File: src/rtl/touch_pkg.sv
// Shared types, constants and scaling helpers for the touch ADC reader.
// Optional build macro used by the top level: TOUCH_MIRROR_X_EN.
package touch_pkg;

    typedef enum logic [2:0] {
        ST_IDLE,
        ST_WAIT,
        ST_BURST,
        ST_SCALE,
        ST_OUT
    } touch_state_t;

    typedef enum logic [2:0] {
        XF_IDLE,
        XF_SETUP,
        XF_CLOCK,
        XF_HOLD,
        XF_GUARD
    } xfer_state_t;

    localparam logic [7:0] CMD_X = 8'hD0;
    localparam logic [7:0] CMD_Y = 8'h90;

    localparam int SCREEN_W          = 320;
    localparam int SCREEN_H          = 240;
    localparam int FRAME_SCLKS       = 24;
    localparam int CMD_BITS          = 8;
    localparam int FIRST_SAMPLE_SCLK = 9;
    localparam int LAST_SAMPLE_SCLK  = 20;

    // a*320 = (a<<8)+(a<<6); the 21-bit intermediate keeps the product exact
    function automatic logic [8:0] scale_x(input logic [11:0] a);
        logic [20:0] a21;
        logic [20:0] t;
        a21 = {9'd0, a};
        t   = (a21 << 8) + (a21 << 6);
        return 9'(t >> 12);
    endfunction

    function automatic logic [7:0] scale_y(input logic [11:0] a);
        logic [20:0] a21;
        logic [20:0] t;
        a21 = {9'd0, a};
        t   = (a21 << 8) - (a21 << 4);
        return 8'(t >> 12);
    endfunction

endpackage

File: src/rtl/touch_adc_reader_spi_xfer24.sv
// spi_xfer24: one 24-SCLK SPI frame to the touch ADC (8-bit command out, 12-bit result in).
// CS leads the first SCLK rise and trails the last fall by one half-period, then idles high for one more.
module spi_xfer24
    import touch_pkg::*;
#(
    parameter int CLK_DIV = 50
) (
    input  logic        clk,
    input  logic        rst_n,
    input  logic        start,
    input  logic [7:0]  cmd,
    input  logic        miso,
    output logic        busy,
    output logic        done,
    output logic [11:0] data,
    output logic        sclk,
    output logic        mosi,
    output logic        cs_n
);

    localparam int DW = (CLK_DIV > 1) ? $clog2(CLK_DIV) : 1;
    localparam logic [DW-1:0] DIV_LAST = DW'(CLK_DIV - 1);

    xfer_state_t state_q, state_d;
    logic [DW-1:0] div_q, div_d;
    logic [4:0]    cyc_q, cyc_d;
    logic [7:0]    cmd_q, cmd_d;
    logic [11:0]   data_q, data_d;
    logic          sclk_q, sclk_d;
    logic          mosi_q, mosi_d;
    logic          cs_n_q, cs_n_d;
    logic          done_q, done_d;

    logic       half_tick;
    logic [4:0] next_cyc;

    assign half_tick = (div_q == DIV_LAST);
    assign next_cyc  = cyc_q + 5'd1;

    always_ff @(posedge clk or negedge rst_n) begin
        if (!rst_n) begin
            state_q <= XF_IDLE;
        end else begin
            state_q <= state_d;
        end
    end

    always_comb begin
        state_d = state_q;
        case (state_q)
            XF_IDLE:  if (start) state_d = XF_SETUP;
            XF_SETUP: if (half_tick) state_d = XF_CLOCK;
            XF_CLOCK: if (half_tick && sclk_q && cyc_q == 5'(FRAME_SCLKS - 1)) state_d = XF_HOLD;
            XF_HOLD:  if (half_tick) state_d = XF_GUARD;
            XF_GUARD: if (half_tick) state_d = XF_IDLE;
            default:  state_d = XF_IDLE;
        endcase
    end

    always_comb begin
        div_d  = half_tick ? '0 : div_q + DW'(1);
        cyc_d  = cyc_q;
        cmd_d  = cmd_q;
        data_d = data_q;
        sclk_d = sclk_q;
        mosi_d = mosi_q;
        cs_n_d = cs_n_q;
        done_d = 1'b0;
        case (state_q)
            XF_IDLE: begin
                div_d = '0;
                if (start) begin
                    cs_n_d = 1'b0;
                    cmd_d  = cmd;
                    mosi_d = cmd[7];
                    data_d = '0;
                    cyc_d  = '0;
                end
            end
            XF_SETUP: begin
                if (half_tick) sclk_d = 1'b1;
            end
            XF_CLOCK: begin
                if (half_tick) begin
                    if (sclk_q) begin
                        // Falling edge: present the next command bit while SCLK is low
                        sclk_d = 1'b0;
                        if (cyc_q < 5'(CMD_BITS - 1)) begin
                            mosi_d = cmd_q[3'd6 - cyc_q[2:0]];
                        end else begin
                            mosi_d = 1'b0;
                        end
                    end else begin
                        sclk_d = 1'b1;
                        cyc_d  = next_cyc;
                        if (next_cyc >= 5'(FIRST_SAMPLE_SCLK) && next_cyc <= 5'(LAST_SAMPLE_SCLK)) begin
                            data_d = {data_q[10:0], miso};
                        end
                    end
                end
            end
            XF_HOLD: begin
                if (half_tick) begin
                    cs_n_d = 1'b1;
                    done_d = 1'b1;
                end
            end
            default: ;
        endcase
    end

    always_ff @(posedge clk or negedge rst_n) begin
        if (!rst_n) begin
            div_q  <= '0;
            cyc_q  <= '0;
            cmd_q  <= '0;
            data_q <= '0;
            sclk_q <= 1'b0;
            mosi_q <= 1'b0;
            cs_n_q <= 1'b1;
            done_q <= 1'b0;
        end else begin
            div_q  <= div_d;
            cyc_q  <= cyc_d;
            cmd_q  <= cmd_d;
            data_q <= data_d;
            sclk_q <= sclk_d;
            mosi_q <= mosi_d;
            cs_n_q <= cs_n_d;
            done_q <= done_d;
        end
    end

    assign busy = (state_q != XF_IDLE);
    assign done = done_q;
    assign data = data_q;
    assign sclk = sclk_q;
    assign mosi = mosi_q;
    assign cs_n = cs_n_q;

endmodule

File: src/rtl/touch_adc_reader.sv
// touch_adc_reader: periodic XPT2046 burst sampling, averaging and scaling to 320x240.
// Define TOUCH_MIRROR_X_EN to report x as 319 - x for panels with a reversed X axis.
module touch_adc_reader
    import touch_pkg::*;
#(
    parameter int CLK_DIV       = 50,
    parameter int SAMPLE_PERIOD = 1_000_000,
    parameter int AVG_LOG2      = 2
) (
    input  logic       clk_in,
    input  logic       rst_n_in,
    input  logic       penirq_n_in,
    input  logic       spi_miso_in,
    output logic       spi_sclk_out,
    output logic       spi_mosi_out,
    output logic       spi_cs_n_out,
    output logic [8:0] x_out,
    output logic [7:0] y_out,
    output logic       touch_valid_out,
    output logic       pressed_out
);

    localparam int FRAMES = 2 << AVG_LOG2;
    localparam int FW     = AVG_LOG2 + 2;
    localparam int SW     = 12 + AVG_LOG2;
    localparam int TW     = $clog2(SAMPLE_PERIOD + 1);

    touch_state_t state_q, state_d;
    logic [TW-1:0] timer_q, timer_d;
    logic [FW-1:0] frame_q, frame_d;
    logic [SW-1:0] x_sum_q, x_sum_d;
    logic [SW-1:0] y_sum_q, y_sum_d;
    logic [8:0]    x_q, x_d;
    logic [7:0]    y_q, y_d;
    logic          valid_q, valid_d;
    logic          pressed_q, pressed_d;
    logic          pen_meta_q, pen_sync_q;

    logic        xfer_start, xfer_busy, xfer_done;
    logic [7:0]  xfer_cmd;
    logic [11:0] xfer_data;

    logic        pen_down, timer_done, burst_end;
    logic [11:0] avg_x, avg_y;
    logic [8:0]  x_scaled, x_final;
    logic [7:0]  y_scaled;

    spi_xfer24 #(.CLK_DIV(CLK_DIV)) u_xfer (
        .clk   (clk_in),
        .rst_n (rst_n_in),
        .start (xfer_start),
        .cmd   (xfer_cmd),
        .miso  (spi_miso_in),
        .busy  (xfer_busy),
        .done  (xfer_done),
        .data  (xfer_data),
        .sclk  (spi_sclk_out),
        .mosi  (spi_mosi_out),
        .cs_n  (spi_cs_n_out)
    );

    always_ff @(posedge clk_in or negedge rst_n_in) begin
        if (!rst_n_in) begin
            pen_meta_q <= 1'b1;
            pen_sync_q <= 1'b1;
        end else begin
            pen_meta_q <= penirq_n_in;
            pen_sync_q <= pen_meta_q;
        end
    end

    assign pen_down   = ~pen_sync_q;
    assign timer_done = (timer_q == '0);
    assign burst_end  = xfer_done && (frame_q == FW'(FRAMES - 1));

    assign avg_x    = 12'(x_sum_q >> AVG_LOG2);
    assign avg_y    = 12'(y_sum_q >> AVG_LOG2);
    assign x_scaled = scale_x(avg_x);
    assign y_scaled = scale_y(avg_y);

`ifdef TOUCH_MIRROR_X_EN
    assign x_final = 9'(SCREEN_W - 1) - x_scaled;
`else
    assign x_final = x_scaled;
`endif

    always_ff @(posedge clk_in or negedge rst_n_in) begin
        if (!rst_n_in) begin
            state_q <= ST_IDLE;
        end else begin
            state_q <= state_d;
        end
    end

    always_comb begin
        state_d = state_q;
        case (state_q)
            ST_IDLE:  state_d = ST_WAIT;
            ST_WAIT:  if (timer_done && pen_down) state_d = ST_BURST;
            ST_BURST: if (burst_end) state_d = pen_down ? ST_SCALE : ST_WAIT;
            ST_SCALE: state_d = ST_OUT;
            ST_OUT:   state_d = ST_WAIT;
            default:  state_d = ST_IDLE;
        endcase
    end

    always_comb begin
        // The timer free-runs down and parks at zero, so an overlong burst is checked on the first WAIT cycle
        timer_d    = timer_done ? timer_q : timer_q - TW'(1);
        frame_d    = frame_q;
        x_sum_d    = x_sum_q;
        y_sum_d    = y_sum_q;
        x_d        = x_q;
        y_d        = y_q;
        valid_d    = 1'b0;
        pressed_d  = pressed_q;
        xfer_start = 1'b0;
        xfer_cmd   = frame_q[0] ? CMD_Y : CMD_X;
        case (state_q)
            ST_WAIT: begin
                if (timer_done) begin
                    timer_d = TW'(SAMPLE_PERIOD - 1);
                    if (pen_down) begin
                        frame_d = '0;
                        x_sum_d = '0;
                        y_sum_d = '0;
                    end else begin
                        pressed_d = 1'b0;
                    end
                end
            end
            ST_BURST: begin
                xfer_start = !xfer_busy && (frame_q < FW'(FRAMES));
                if (xfer_done) begin
                    frame_d = frame_q + FW'(1);
                    if (frame_q[0]) begin
                        y_sum_d = y_sum_q + SW'(xfer_data);
                    end else begin
                        x_sum_d = x_sum_q + SW'(xfer_data);
                    end
                    if (burst_end && !pen_down) pressed_d = 1'b0;
                end
            end
            ST_SCALE: begin
                x_d       = x_final;
                y_d       = y_scaled;
                valid_d   = 1'b1;
                pressed_d = 1'b1;
            end
            default: ;
        endcase
    end

    always_ff @(posedge clk_in or negedge rst_n_in) begin
        if (!rst_n_in) begin
            timer_q   <= TW'(SAMPLE_PERIOD);
            frame_q   <= '0;
            x_sum_q   <= '0;
            y_sum_q   <= '0;
            x_q       <= '0;
            y_q       <= '0;
            valid_q   <= 1'b0;
            pressed_q <= 1'b0;
        end else begin
            timer_q   <= timer_d;
            frame_q   <= frame_d;
            x_sum_q   <= x_sum_d;
            y_sum_q   <= y_sum_d;
            x_q       <= x_d;
            y_q       <= y_d;
            valid_q   <= valid_d;
            pressed_q <= pressed_d;
        end
    end

    assign x_out           = x_q;
    assign y_out           = y_q;
    assign touch_valid_out = valid_q;
    assign pressed_out     = pressed_q;

endmodule

File: config.mk
export PLATFORM = sky130hd
export DESIGN_NAME = touch_adc_reader
export DESIGN_NICKNAME = d
export VERILOG_FILES = /design/src/rtl/touch_pkg.sv /design/src/rtl/touch_adc_reader_spi_xfer24.sv /design/src/rtl/touch_adc_reader.sv
export SDC_FILE = /design/constraint.sdc
export NUM_CORES = 1
export LEC_CHECK = 0
export ABC_AREA = 1
export BUFFER_PORTS_ARGS = -buffer_cell sky130_fd_sc_hd__clkbuf_2
export CAP_MARGIN = 10
export CELL_PAD_IN_SITES_DETAIL_PLACEMENT = 0
export CELL_PAD_IN_SITES_GLOBAL_PLACEMENT = 1
export CORE_ASPECT_RATIO = 0.75
export CORE_MARGIN = 5
export CORE_UTILIZATION = 50
export DETAILED_ROUTE_END_ITERATION = 10
export GPL_ROUTABILITY_DRIVEN = 0
export MAX_ROUTING_LAYER = met4
export PLACE_DENSITY = 0.86
export SYNTH_ARGS = -nofsm -noshare
export SYNTH_HDL_FRONTEND = slang
export SYNTH_SLANG_ARGS = --single-unit
File: constraint.sdc
create_clock -name clk_in -period 3.46 [get_ports clk_in]
set_input_delay 0.692 -clock clk_in [delete_from_list [all_inputs] [get_ports clk_in]]
set_output_delay 0.692 -clock clk_in [all_outputs]
set_load 0.02 [all_outputs]
==> run metrics, run 1 <==
fin util=0.5579; crit path DAT=2.66 ns; CP max FO=24; first-pass GRT wire length=29730 µm; syn nets=1101; fin crit period=2.410 ns; IO Pins=26; Die ar.=17540 µm²; R2R depth=9; Post-CTS Setup Inserts=0; Antenna Diode Count=0; pin count of the biggest net entering global routing=56; endpoints failing hold=0; Core Area=14600 µm²; Iter 0 DRT Violations=457; Main synth FF type=dfrtp_1; GR Overflow Total=0; synthesized cell area=7486 µm²; Leak=0.004352 µW; total track usage=0.2178; final max-slew violation count=0; WL final=17250 µm; Synth top area share=0.3276; Row Count=38; initial core utilization=0.5129; PwrDens=483.1 nW/µm²; setup TNS=0 ns; Tcrit/Tclk final=0.6966; IO Port Bufs=25; DP Area=7814 µm²; CTS tree=built; antenna violations before repair=0; Final Cell Area=8144 µm²; DRT Pass-1 Iters=5; vias in the first global route=5832; clock latency on the worst-skew pair=0.36 ns; Layout Nets=1128; WL per Instance=13.51 µm; status=completed; DRC Markers=0; Max VDD drop=0.0002677 V; DPL Wire Length=13210 µm; hold buffers post-CTS=0; most area-hungry cell type in the Yosys netlist=dfrtp_1; layout cells sized above 1=0.1021; post-CTS resize count=0; clk sinks=108; worst clock skew=0.01105 ns; RSZ-0062 raised after global routing=false; H-tree levels=3; commonest cells after routing, fill and taps aside=nand2_1 (346), inv_1 (124), dfrtp_1 (98); Clock Path Buffers=2; flops & latches, synth=108; Avg Vias per Cell=5.030; Post-synth EDFFs=0; die height=116.0 µm; post-synthesis cell type count=44; Yosys warnings=0; DRT antenna net count=0; cts bufs inserted=9; Synth Area per Inst=7.164 µm²; ys async rst share=1.000; Area growth syn-to-layout=8.792%; Worst-path clk slew=0.08 ns; DIE WIDTH=151.3 µm; startpoint types=flop; Post-Synthesis Cells=1045; CTS Root Cell=clkbuf_16; commonest non-fill, non-tap cell in the layout=nand2_1; Fmax achieved=0.4149 GHz; Crit. End Element=flop; max_slew headroom=0.5147; Critical Path RT=3.71 ns; Final setup viols=0; max_cap viols=0; HP Class=input pin to asynchronous set/reset pin; Crit Path Class=flop to flop; synth top area cells=dfrtp_1 (33%), nand2_1 (17%), ha_1 (8.4%); DR vias=6423; hold slack final=0.3607 ns; Fill cells=1399; Slew @ Worst Pin=0.7279 ns; sequential area share after synthesis=0.3627
where the power goes:
group / switching, µW / internal (µW)
logic: 765 / 361
clock network: 507 / 647
registers: 201 / 1450
total: 1470 / 2460
synthesized netlist by cell type, types with 7 or more instances:
library cell  number
o21ai_2           15
o21ai_1           13
inv_1            124
ha_1              50
or2_2              9
nand4_1           21
nor3_1            14
o21ai_0           40
nand2_1          346
a21oi_1           46
xor2_1            13
nand3b_1           7
nand3_1           83
xnor2_1            7
dfrtp_1           98
dfstp_2           10
nor2_1            83
per-layer routing:
layer / part of all wire / GRT usage / wire [µm]
met1: 0.56 / 0.3424 / 9594
met2: 0.39 / 0.2894 / 6710
met3: 0.047 / 0.04613 / 810
met4: 0.0078 / 0.03261 / 134
met5: 0 / - / 0
worst paths after layout:
check | slack [ns] | from | endpoint
worst min register to register | 0.36 | pen_meta_q | pen_sync_q
min in group clk_in | 0.36 | pen_meta_q | pen_sync_q
worst max-delay path | 1.05 | state_q[2] | u_xfer.data[1]
worst max register to register | 1.05 | state_q[2] | u_xfer.data[1]
worst min-delay path | 0.36 | rst_n_in | y_sum_q[10]
max in group asynchronous | 2.28 | rst_n_in | timer_q[6]
registers in the layout, summed over array words and instances (netlist names):
register         cells
timer_q             20
x_sum_q             14
y_sum_q             14
u_xfer.data         12
x_out                9
y_out                8
u_xfer.div_q         6
u_xfer.cyc_q         5
frame_q              4
state_q              3
u_xfer.state_q       3
u_xfer.cmd_q         2
pen_meta_q           1
pen_sync_q           1
pressed_out          1
touch_valid_out      1
u_xfer.cs_n          1
u_xfer.done          1
u_xfer.mosi          1
u_xfer.sclk          1
cell type report:
| type | instances | area (µm²) | share of cell area |
|---|---|---|---|
| clock buffer | 9 | 225.2 | 0.02765 |
| clock inverter | 7 | 105.1 | 0.01291 |
| inverter | 133 | 500.5 | 0.06145 |
| multi-input combinational | 791 | 4178 | 0.5130 |
| sequential | 108 | 2715 | 0.3334 |
| tap | 200 | 250.2 | 0.03073 |
| timing repair buffer | 29 | 170.2 | 0.02089 |
metrics by stage:
| step | total power [µW] | setup slack [ns] | cells |
|---|---|---|---|
| 2_1_floorplan | 2527 | 1.703 | 1045 |
| 3_5_place_dp | 2806 | 1.047 | 1261 |
| 5_1_grt | 4216 | 0.8133 | 1277 |
| 4_1_cts | 3981 | 1.028 | 1277 |
| 6_report | 3935 | 1.050 | 1277 |
| 3_3_place_gp | 2786 | 1.167 | 1261 |
critical path: stages, from the launching register on:
cell	delay, ns
dfrtp_1	0.47
nor3_2	0.55
buf_4	0.26
nand3_2	0.14
nand2_2	0.13
nand3_4	0.09
clkinv_2	0.13
nand3_4	0.27
nand2_1	0.18
o21ai_2	0.06
logic make-up after synthesis:
family / after synthesis / synth area share
simple gates: 592 / 0.3495
buf+inv: 146 / 0.07922
compound gates: 127 / 0.09627
flops: 108 / 0.3627
fa+ha+maj: 52 / 0.08892
xor+xnor: 20 / 0.02340
Note: power is estimated with default switching activity, not from simulation.
==> inputs of run 2 (changes only) <==
--- a/config.mk
+++ b/config.mk
@@ -5,18 +5,18 @@
 export SDC_FILE = /design/constraint.sdc
 export NUM_CORES = 1
 export LEC_CHECK = 0
-export ABC_AREA = 1
+export ABC_AREA = 0
 export BUFFER_PORTS_ARGS = -buffer_cell sky130_fd_sc_hd__clkbuf_2
 export CAP_MARGIN = 10
 export CELL_PAD_IN_SITES_DETAIL_PLACEMENT = 0
 export CELL_PAD_IN_SITES_GLOBAL_PLACEMENT = 1
 export CORE_ASPECT_RATIO = 0.75
 export CORE_MARGIN = 5
-export CORE_UTILIZATION = 50
+export CORE_UTILIZATION = 44
 export DETAILED_ROUTE_END_ITERATION = 10
 export GPL_ROUTABILITY_DRIVEN = 0
 export MAX_ROUTING_LAYER = met4
-export PLACE_DENSITY = 0.86
+export PLACE_DENSITY = 0.76
 export SYNTH_ARGS = -nofsm -noshare
 export SYNTH_HDL_FRONTEND = slang
 export SYNTH_SLANG_ARGS = --single-unit
==> constraint.sdc (replaced) <==
create_clock -name clk_in -period 2 [get_ports clk_in]
set_input_delay 0.4 -clock clk_in [delete_from_list [all_inputs] [get_ports clk_in]]
set_output_delay 0.4 -clock clk_in [all_outputs]
set_load 0.02 [all_outputs]
==> run 2 against run 1 <==
Compared with the run above: the run now ends with negative setup slack left; non-clock buffer count increased by 154; register-to-register slack got worse by 1.3 ns; total power is 34% higher; count of clock-buffer cells in the layout increased by 3; first-iteration DRC count shrank 2.4%; die area up 0.16%; fmax up 7.6%; critical path type unchanged; largest cell class unchanged.
==> run metrics, run 2 <==
status=finished, violations left; failing checks=negative setup slack; Row Count=38 (unchanged); DRC Markers=0 (unchanged); flops & latches, synth=108 (unchanged); GR Overflow Total=0 (unchanged); DRT Pass-1 Iters=5 (unchanged); Yosys warnings=0 (unchanged); post-synthesis cell type count=69 (+57%); layout cells sized above 1=0.4032 (+0.3010); CTS Root Cell=clkbuf_16; die height=116.1 µm (about the same); Clock Path Buffers=2 (unchanged); fin util=0.6333 (+0.07535); DIE WIDTH=151.4 µm (about the same); Tcrit/Tclk final=1.120 (+0.4233); final worst slack=-0.2398 ns (-1.289 ns); worst clock skew=0.007607 ns (-0.003443 ns); final max-slew violation count=0 (unchanged); Main synth FF type=dfrtp_1; Critical Path RT=2.24 ns (-1.47 ns); startpoint types=flop; Leak=0.004256 µW (-2.2%); Crit. End Element=flop; R2R depth=9 (unchanged); fin crit period=2.240 ns (-0.1705 ns); DPL Wire Length=12210 µm (-7.5%); IO Pins=26 (unchanged); DR vias=5919 (-7.8%); IO Port Bufs=25 (unchanged); ys async rst share=1.000 (unchanged); WL per Instance=15.90 µm (+18%); Biggest register=timer_q; Critical Path Sink=x_sum_q[12]; Critical R2R Capture=x_sum_q[12]; endpoints failing hold=0 (unchanged); Antenna Diode Count=0 (unchanged); commonest cells after routing, fill and taps aside=buf_4 (144), dfrtp_1 (93), nand2_1 (58); Slew @ Worst Pin=0.7343 ns (+0.006313 ns); Synth Area per Inst=9.334 µm² (+30%); Fmax achieved=0.4465 GHz (+7.6%); first-pass GRT wire length=28560 µm (-3.9%); Area growth syn-to-layout=40.08%; syn nets=763 (-31%); pin count of the biggest net entering global routing=37 (-34%); cts bufs inserted=9 (unchanged); Crit Path Class=flop to flop; Iter 0 DRT Violations=446 (-2.4%); r2r startpoint=x_sum_q[0]; Design Power=5279 µW (+34%); Regs by FF count=timer_q (20), x_sum_q (14), y_sum_q (14); most area-hungry cell type in the Yosys netlist=dfrtp_1; Synth top area share=0.3716 (+0.04404); placed cells=1038 (-18%); total track usage=0.2085 (-0.009340); RSZ-0062 raised after global routing=true; Avg Vias per Cell=5.465 (+8.7%); worst setup path startpoint=x_sum_q[0]; Layout Nets=934 (-17%); DRT antenna net count=0 (unchanged); most common cell in the synthesized netlist=dfrtp_1; Die ar.=17570 µm² (+0.16%); H-tree levels=3 (unchanged); clk sinks=108 (unchanged); CTS tree=built; Worst-path clk slew=0.07 ns (about the same); Core Area=14600 µm² (unchanged); max_cap viols=0 (unchanged); sequential area share after synthesis=0.4115 (+0.04876); r2r setup slk=-0.24 ns (-1.29 ns); Post-Synthesis Cells=707 (-32%); PwrDens=571.1 nW/µm² (+18%); Max VDD drop=0.0004093 V (+53%); crit path DAT=2.48 ns (-0.18 ns); Final setup viols=54 (+54); synth top area cells=dfrtp_1 (37%), ha_1 (9.5%), o21ai_0 (4.1%); CP max FO=3 (-88%); initial core utilization=0.4521 (-0.06077); max reg flops=20 (unchanged); max_slew headroom=0.5063 (-0.008393); WL final=17220 µm (-0.18%); commonest cells in the netlist=dfrtp_1 (98), nand2_1 (68), nor2_1 (62); HP Class=input pin to asynchronous set/reset pin; commonest non-fill, non-tap cell in the layout=buf_4; Post-Layout Cell Count=1083 (-15%); antenna violations before repair=0 (unchanged); Post-synth EDFFs=0 (unchanged); synthesized cell area=6599 µm² (-12%); vias in the first global route=5833 (+0.017%); clock latency on the worst-skew pair=0.35 ns (about the same)
run 2: changes by cell type after synthesis, sizes merged, moves of 16 or more:
cell / before / now
inv: 130 / 33
nand3: 88 / 29
nand4: 22 / 4
a22o: 0 / 16
nand2: 352 / 68
nor2: 93 / 64
run 2: stage by stage:
| stage | area (µm²) | hold WS [ns] | setup TNS [ns] | setup slack (ns) |
|---|---|---|---|---|
| final | 9244 | 0.02044 | -3.357 | -0.2398 |
| after CTS | 8830 | 0.01938 | -3.917 | -0.1961 |
| after global placement | 7951 | 0.3513 | -6.334 | -0.2482 |
| after floorplan | 6693 | 0.1044 | -0.3547 | -0.1913 |
| after global routing | 9244 | 0.04963 | -9.310 | -0.3173 |
| after detailed placement | 7951 | 0.3583 | -8.003 | -0.2842 |
run 2: how the worst min path moves through the flow:
stage	cells past startpoint	endpoint	from	slack (ns)
finish	1	u_xfer.cyc_q[1]	rst_n_in	0.02
global route	1	x_sum_q[0]	rst_n_in	0.05
CTS	1	u_xfer.mosi	rst_n_in	0.02
detailed placement	0	pen_sync_q	pen_meta_q	0.36
global placement	0	pen_sync_q	pen_meta_q	0.35
floorplan	0	frame_q[0]	rst_n_in	0.10
run 2: cell type report:
type / instances / area, µm²
Clock buffer: 12 / 246.5
Inverter: 33 / 123.9
Clock inverter: 4 / 48.80
Multi-Input combinational cell: 543 / 4454
Fill cell: 1188 / 5353
Timing Repair Buffer: 183 / 1399
Tap cell: 200 / 250.2
Sequential cell: 108 / 2721
run 2: metal layers:
| metal | vias to the layer above | part of all wire | GRT usage |
|---|---|---|---|
| li1 | 2922 | - | - |
| met4 | 0 | 0.011 | 0.04106 |
| met3 | 22 | 0.038 | 0.03518 |
| met1 | 2871 | 0.49 | 0.2946 |
| met5 | - | 0 | - |
| met2 | 104 | 0.46 | 0.3184 |
run 2: kinds of logic after synthesis:
kind of cell,count (synthesis),synth area share
xor gates and xnor gates,33,0.04380
and+or+nand+nor,254,0.1968
DFF,108,0.4115
muxes,10,0.01574
AOI/OAI and AO/OA,193,0.1962
adders and majority gates,53,0.1024
buffers and inverters,56,0.03356
run 2: power by group:
part	leakage [µW]	internal, µW	switching (µW)	total (µW)
sequential	0.00143	2370	147	2510
clock	0.000147	1010	797	1800
combinational	0.00268	500	463	963
run 2: worst max-delay path, stage by stage, from the launching register on:
cell and delay [ns]:
dfrtp_1 0.36, ha_2 0.19, inv_2 0.04, fa_2 0.36, nor2b_4 0.14, o31ai_2 0.08
a211oi_2 0.28, o21a_1 0.15, o221a_2 0.19, mux2_2 0.33
run 2: timing repair:
action | CTS | global route
gates resized for setup | 115 | 80
endpoints found under the setup margin | 61 | 81
pin swaps | 78 | 32
gates cloned | 3 | 0
hold buffers | 0 | 0
buffers inserted | 19 | 11
